**config.mk**
```make
export PLATFORM = sky130hd
export DESIGN_NAME = monolith_bricks_seq
export DESIGN_NICKNAME = d
export VERILOG_FILES = /design/src/rtl/monolith_bricks_seq.sv
export SDC_FILE = /design/constraint.sdc
export NUM_CORES = 2
export LEC_CHECK = 0
export CORE_AREA = 2 2 385 387
export CTS_CLUSTER_DIAMETER = 30
export DETAILED_ROUTE_END_ITERATION = 8
export DIE_AREA = 0 0 387 389
export GPL_TIMING_DRIVEN = 0
export PLACE_DENSITY = 0.71
export SETUP_SLACK_MARGIN = 0.02
export SLEW_MARGIN = 0
export SYNTH_ARGS = -nofsm -noshare
export SYNTH_HDL_FRONTEND = slang
export SYNTH_SLANG_ARGS = --single-unit
```
**constraint.sdc**
```tcl
create_clock -name clk -period 12.8 [get_ports clk]
set_input_delay 1.92 -clock clk [delete_from_list [all_inputs] [get_ports clk]]
set_output_delay 1.92 -clock clk [all_outputs]
set_load 0.1 [all_outputs]
```
**src/rtl/monolith_bricks_seq.sv**
```systemverilog
// monolith_bricks_seq
// -------------------
// Sequential Monolith Bricks layer over GF(2^31 - 1):
//     out[0] = in[0]
//     out[i] = (in[i] + in[i-1]^2) mod p,   i = 1 .. STATE_SIZE-1
// The i-1 term is always the original input word.
// One squaring path and one modular adder are shared by all lanes.
// A scheduler issues one lane per cycle, from lane STATE_SIZE-1 down to lane 1,
// and then waits for the pipeline to drain.
//
// Ports
//   clk        rising-edge clock
//   reset      synchronous, active-high reset
//   in_valid   state_in is presented
//   in_ready   block is idle and accepts a state (registered)
//   state_in   input state, [0:STATE_SIZE-1] x WORD_WIDTH
//   out_valid  state_out holds a completed result (decoded from FSM state)
//   out_ready  consumer accepts the result
//   state_out  result state, [0:STATE_SIZE-1] x WORD_WIDTH
//   busy       high in every FSM state except IDLE
module monolith_bricks_seq #(
    parameter int WORD_WIDTH = 31,
    parameter int STATE_SIZE = 16,
    parameter int MUL_LAT    = 2
) (
    input  logic                  clk,
    input  logic                  reset,
    input  logic                  in_valid,
    output logic                  in_ready,
    input  logic [WORD_WIDTH-1:0] state_in  [0:STATE_SIZE-1],
    output logic                  out_valid,
    input  logic                  out_ready,
    output logic [WORD_WIDTH-1:0] state_out [0:STATE_SIZE-1],
    output logic                  busy
);

    localparam int W      = WORD_WIDTH;
    localparam int LANE_W = $clog2(STATE_SIZE);
    // Up to MUL_LAT + 1 lanes can be in flight at once.
    localparam int PEND_W = $clog2(MUL_LAT + 3) + 1;

    localparam logic [W-1:0] P_MOD = '1;

    localparam logic [1:0] S_IDLE  = 2'd0;
    localparam logic [1:0] S_ISSUE = 2'd1;
    localparam logic [1:0] S_DRAIN = 2'd2;
    localparam logic [1:0] S_DONE  = 2'd3;

    // Mersenne fold: 2^W == 1 (mod p), so hi*2^W + lo == hi + lo.
    // For a square of a canonical value hi + lo < 2p, so one subtract suffices.
    function automatic logic [W-1:0] fold_sq(input logic [2*W-1:0] s);
        logic [W:0] sum;
        sum = {1'b0, s[2*W-1:W]} + {1'b0, s[W-1:0]};
        if (sum >= {1'b0, P_MOD}) begin
            sum = sum - {1'b0, P_MOD};
        end
        return sum[W-1:0];
    endfunction

    function automatic logic [W-1:0] add_mod(input logic [W-1:0] a, input logic [W-1:0] b);
        logic [W:0] sum;
        sum = {1'b0, a} + {1'b0, b};
        if (sum >= {1'b0, P_MOD}) begin
            sum = sum - {1'b0, P_MOD};
        end
        return sum[W-1:0];
    endfunction

    logic [1:0]        state_reg, state_next;
    logic [LANE_W-1:0] cnt_reg;
    logic [PEND_W-1:0] pend_reg, pend_next;
    logic              in_ready_reg;
    logic [W-1:0]      st_reg   [0:STATE_SIZE-1];
    logic [W-1:0]      cap_word [0:STATE_SIZE-1];

    logic              accept;
    logic              issue;
    logic [W-1:0]      op_sq;
    logic [W-1:0]      op_carry;

    logic [2*W-1:0]    mul_data_reg  [0:MUL_LAT-1];
    logic [W-1:0]      mul_carry_reg [0:MUL_LAT-1];
    logic [LANE_W-1:0] mul_lane_reg  [0:MUL_LAT-1];
    logic              mul_vld_reg   [0:MUL_LAT-1];

    logic [W-1:0]      add_data_reg;
    logic [LANE_W-1:0] add_lane_reg;
    logic              add_vld_reg;

    assign accept = (state_reg == S_IDLE) && in_valid && in_ready_reg;
    assign issue  = (state_reg == S_ISSUE);

    // Descending issue order: st[cnt-1] has not been written back yet when it
    // is read here, so the original value is used without a shadow copy.
    assign op_sq    = st_reg[cnt_reg - LANE_W'(1)];
    assign op_carry = st_reg[cnt_reg];

    // The only non-canonical W-bit value is p itself, which maps to 0.
    generate
        for (genvar gi = 0; gi < STATE_SIZE; gi++) begin : g_lane
            assign cap_word[gi]  = (state_in[gi] == P_MOD) ? '0 : state_in[gi];
            assign state_out[gi] = st_reg[gi];
        end
    endgenerate

    // ---------------------------------------------------------------- control
    always_comb begin
        state_next = state_reg;
        pend_next  = pend_reg + PEND_W'(issue) - PEND_W'(add_vld_reg);
        case (state_reg)
            S_IDLE:  if (accept)                    state_next = S_ISSUE;
            S_ISSUE: if (cnt_reg == LANE_W'(1))     state_next = S_DRAIN;
            // Leave on the edge that performs the last writeback so DONE
            // already sees the complete result.
            S_DRAIN: if (pend_next == '0)           state_next = S_DONE;
            S_DONE:  if (out_ready)                 state_next = S_IDLE;
            default:                                state_next = S_IDLE;
        endcase
    end

    always_ff @(posedge clk) begin
        if (reset) begin
            state_reg    <= S_IDLE;
            cnt_reg      <= '0;
            pend_reg     <= '0;
            in_ready_reg <= 1'b0;
        end else begin
            state_reg    <= state_next;
            pend_reg     <= pend_next;
            in_ready_reg <= (state_next == S_IDLE);
            if (accept) begin
                cnt_reg <= LANE_W'(STATE_SIZE - 1);
            end else if (issue) begin
                cnt_reg <= cnt_reg - LANE_W'(1);
            end
        end
    end

    // --------------------------------------------------------- pipeline valids
    always_ff @(posedge clk) begin
        if (reset) begin
            for (int i = 0; i < MUL_LAT; i++) begin
                mul_vld_reg[i] <= 1'b0;
            end
            add_vld_reg <= 1'b0;
        end else begin
            mul_vld_reg[0] <= issue;
            for (int i = 1; i < MUL_LAT; i++) begin
                mul_vld_reg[i] <= mul_vld_reg[i-1];
            end
            add_vld_reg <= mul_vld_reg[MUL_LAT-1];
        end
    end

    // ------------------------------------------------------------- datapath
    // Stage 0 registers the full square; further stages delay it so the fold
    // can be retimed across them. The fold sits at the adder input.
    always_ff @(posedge clk) begin
        mul_data_reg[0]  <= {{W{1'b0}}, op_sq} * {{W{1'b0}}, op_sq};
        mul_carry_reg[0] <= op_carry;
        mul_lane_reg[0]  <= cnt_reg;
        for (int i = 1; i < MUL_LAT; i++) begin
            mul_data_reg[i]  <= mul_data_reg[i-1];
            mul_carry_reg[i] <= mul_carry_reg[i-1];
            mul_lane_reg[i]  <= mul_lane_reg[i-1];
        end
        add_data_reg <= add_mod(mul_carry_reg[MUL_LAT-1], fold_sq(mul_data_reg[MUL_LAT-1]));
        add_lane_reg <= mul_lane_reg[MUL_LAT-1];
    end

    // State bank: capture and writeback never coincide (writebacks only occur
    // while busy, capture only in IDLE).
    always_ff @(posedge clk) begin
        if (reset) begin
            for (int i = 0; i < STATE_SIZE; i++) begin
                st_reg[i] <= '0;
            end
        end else if (accept) begin
            for (int i = 0; i < STATE_SIZE; i++) begin
                st_reg[i] <= cap_word[i];
            end
        end else if (add_vld_reg) begin
            st_reg[add_lane_reg] <= add_data_reg;
        end
    end

    assign in_ready  = in_ready_reg;
    assign out_valid = (state_reg == S_DONE);
    assign busy      = (state_reg != S_IDLE);

endmodule

```
==> summary.md <==
| Metric | Value |
|---|---|
| First-pass iteration count of the detailed router | `9` |
| Fin crit period | `12.72 ns` |
| Synth Area in Compound Gates | `0.101` |
| Synth area leaders | `fa_1 (23%), edfxtp_1 (23%), mux4_2 (9.6%)` |
| RR Startpoint | `cnt_reg[0]$_SDFFE_PP0N_` |
| Post-Syn Nets | `7828` |
| Simple-gate area share of the yosys netlist | `0.109` |
| Async set-reset flop share out of synthesis | `0` |
| Critical Path Start Type | `flop` |
| CTS hold repair buffers | `0` |
| Initial antenna violation count | `106` |
| Status | `finished with violations` |
| Crit path launch | `cnt_reg[0]$_SDFFE_PP0N_` |
| I/O Buffers | `998` |
| DR DRC count | `1` |
| Max_cap viols | `12` |
| Max Slew Vio Count | `68` |
| Inst Count DP | `9199` |
| Worst path most repeated cell | `fa_1` |
| Arrival time at the worst endpoint | `13.44 ns` |
| CP required | `13.52 ns` |
| Buffer levels on the longest clock path | `3` |
| Remaining global-route overflow | `0` |
| Post-Route WL | `417000 um` |
| Final Hold Fails | `0` |
| Post-route ant nets | `0` |
| Largest family of logic cells by synthesized area | `adder cells` |
| Worst-path maximum fanout | `10` |
| Mux cell area share after synthesis | `0.0967` |
| Filler Cells Inserted | `12289` |
| RSZ-0062 raised after global routing | `false` |
| Core Footprint | `147000 um^2` |
| H-tree depth | `4` |
| Initial core utilization | `0.450` |
| Site row count | `141` |
| Xor/xnor share of the synthesized area | `0.0252` |
| IO Pins | `999` |
| Max incr delay on CP | `0.78 ns` |
| Flop-to-flop setup slack | `0.08 ns` |
| Sequential share of the synthesized area | `0.300` |
| Worst Setup End Kind | `flop` |
| Post-synth cell types | `85` |
| Period utilisation layout | `0.994` |
| Fmax achieved | `78.6 MHz` |
| Max FFs per register | `496` |
| Worst min path class | `reg2reg` |
| Synth area leader | `fa_1` |
| CP max stage cell | `clkbuf_1` |
| Most frequent cells in the layout | `clkdlybuf4s50_1 (994), inv_1 (962), nand2_1 (881), fa_1 (749), edfxtp_1 (496)` |
| Total GRT Usage | `0.548` |
| Average wire per standard cell | `43.3 um` |
| Share of cells above drive strength 1 | `0.106` |
| # nets final | `9036` |
| DP Area | `79100 um^2` |
| CP Capture Point | `mul_data_reg[0][57]$_DFF_P_` |
| Post-Synth Adder-Cell Area | `0.290` |
| Vias in the first global route | `62148` |
| Skew-Pair Late Insertion Delay | `0.88 ns` |
| Final Cell Area | `86300 um^2` |
| Setup CP Type | `reg2reg` |
| Worst R2R Path Depth | `38` |
| Vias per cell | `6.64` |
| Failing checks | `design-rule violations, max-capacitance violations, max-slew violations` |
| Non-Filler Instances | `9613` |
| Commonest non-fill, non-tap cell in the layout | `clkdlybuf4s50_1` |
| DR vias | `63820` |
| Die area | `151000 um^2` |
| Clock Sinks | `741` |
| Cells after Synth | `6245` |
| Worst slew margin | `-0.0599` |
| Placer Congestion | `1.14` |
| Reg clk slew, reported paths | `0.06 ns` |
| EDFF count, synth | `496` |
| Syn avg cell area | `10.6 um^2` |
| Die Wd | `387 um` |
| Area grow syn2layout | `30.7%` |
| Worst-margin pin slew | `1.59 ns` |
| CTS Buf Count | `179` |
| CTS root buffer | `clkbuf_16` |
| Largest net degree at the start of global routing | `32` |
| Initial drt markers | `10163` |
| Synth top area share | `0.227` |
| Final HPWL DP | `351000 um` |
| Yosys warning count | `0` |
| Synthesized area | `66000 um^2` |
| Final Setup Violations | `0` |
| Synth Flop Type | `edfxtp_1` |
| #FFs+latches synth | `741` |
| R2R Path End | `mul_data_reg[0][57]$_DFF_P_` |
| Clock Skew | `0.0978 ns` |
| Die Ht | `389 um` |
| CTS tree | `yes` |
| First-pass GRT wire length | `545000 um` |
[Yosys cell counts, types with 9 or more instances]
cell / n
a211oi_1: 13
a21o_1: 64
a21oi_1: 151
a22o_1: 311
a31oi_1: 11
and3_1: 20
buf_1: 85
buf_2: 9
clkbuf_1: 281
dfxtp_1: 245
edfxtp_1: 496
fa_1: 749
ha_1: 334
inv_1: 964
mux4_2: 281
nand2_1: 881
nand2b_1: 29
nand3_1: 87
nand4_1: 142
nor2_1: 300
nor2b_1: 23
nor3_1: 40
nor4_1: 41
o211ai_1: 10
o21a_1: 31
o21ai_0: 278
o21ai_1: 15
o21bai_1: 18
or2_2: 10
xnor2_1: 115
xor2_1: 75
[worst max-delay path: cells and delay by family, from the launching register on]
kind / cells / cell delay, ns
AND/OR/NAND/NOR: 6 / 0.96
adder cells (fa/ha/maj): 10 / 5.17
XOR/XNOR: 1 / 0.17
buffers and inverters: 13 / 3.84
AO/OA/AOI/OAI: 7 / 1.65
flip-flops: 1 / 0.37
multiplexers: 1 / 0.33
[kinds of logic after synthesis]
group,count (synthesis)
XOR/XNOR,190
AND/OR/NAND/NOR,1624
buffers and inverters,1351
flip-flops,741
AO/OA/AOI/OAI,970
adder cells (fa/ha/maj),1083
multiplexers,286
[per-stage QoR]
| stage | setup TNS [ns] | hold slack [ns] | setup slack [ns] | util |
|---|---|---|---|---|
| 4_1_cts | 0 | 0.279 | 0.0522 | 0.586 |
| 3_3_place_gp | -286.54 | 0.311 | -6.57 | 0.535 |
| 3_5_place_dp | -145.78 | 0.312 | -4.15 | 0.540 |
| 5_1_grt | 0 | 0.282 | 0.0358 | 0.588 |
| 2_1_floorplan | 0 | 0.310 | 0.842 | - |
| 6_report | 0 | 0.284 | 0.0764 | 0.588 |
[area by class of cell]
type	count	area (um^2)	area share
well taps	1930	2410	0.0280
plain buffers	373	1680	0.0195
clock buffers	207	4800	0.0557
inverters	973	3670	0.0425
diodes	74	185	0.00215
repair buffers	1032	10600	0.123
clock inverters	130	1740	0.0201
multi-input cells	4153	41400	0.480
flip-flops and latches	741	19800	0.229
[layer usage]
| metal | up-vias | part of all wire | GRT usage |
|---|---|---|---|
| met1 | 31661 | 0.31 | 0.593 |
| met2 | 6381 | 0.40 | 0.769 |
| met3 | 1847 | 0.16 | 0.293 |
| li1 | 23879 | - | - |
| met4 | 52 | 0.12 | 0.497 |
| met5 | - | 0.0015 | 0.00383 |
[how the worst min path moves through the flow]
| stage | end | start | cells past startpoint |
|---|---|---|---|
| final | mul_data_reg[0][88]$_DFF_P_ | mul_data_reg[0][26]$_DFF_P_ | 0 |
| after global routing | mul_data_reg[0][88]$_DFF_P_ | mul_data_reg[0][26]$_DFF_P_ | 0 |
| after CTS | mul_data_reg[0][88]$_DFF_P_ | mul_data_reg[0][26]$_DFF_P_ | 0 |
| after detailed placement | mul_data_reg[0][117]$_DFF_P_ | mul_data_reg[0][55]$_DFF_P_ | 0 |
| after global placement | mul_data_reg[0][73]$_DFF_P_ | mul_data_reg[0][11]$_DFF_P_ | 0 |
| after floorplan | add_lane_reg[0]$_DFF_P_ | mul_lane_reg[1][0]$_DFF_P_ | 0 |
[repair_timing]
| action | CTS | global route |
|---|---|---|
| pin swaps | 2 | 2 |
| resized for setup | 105 | 66 |
| endpoints found under the setup margin | 52 | 24 |
| buffers inserted | 4 | 4 |
Power is left out: the tool's default activity adds up to more than one toggle a clock period on the data nets, which glitch-free logic cannot reach.
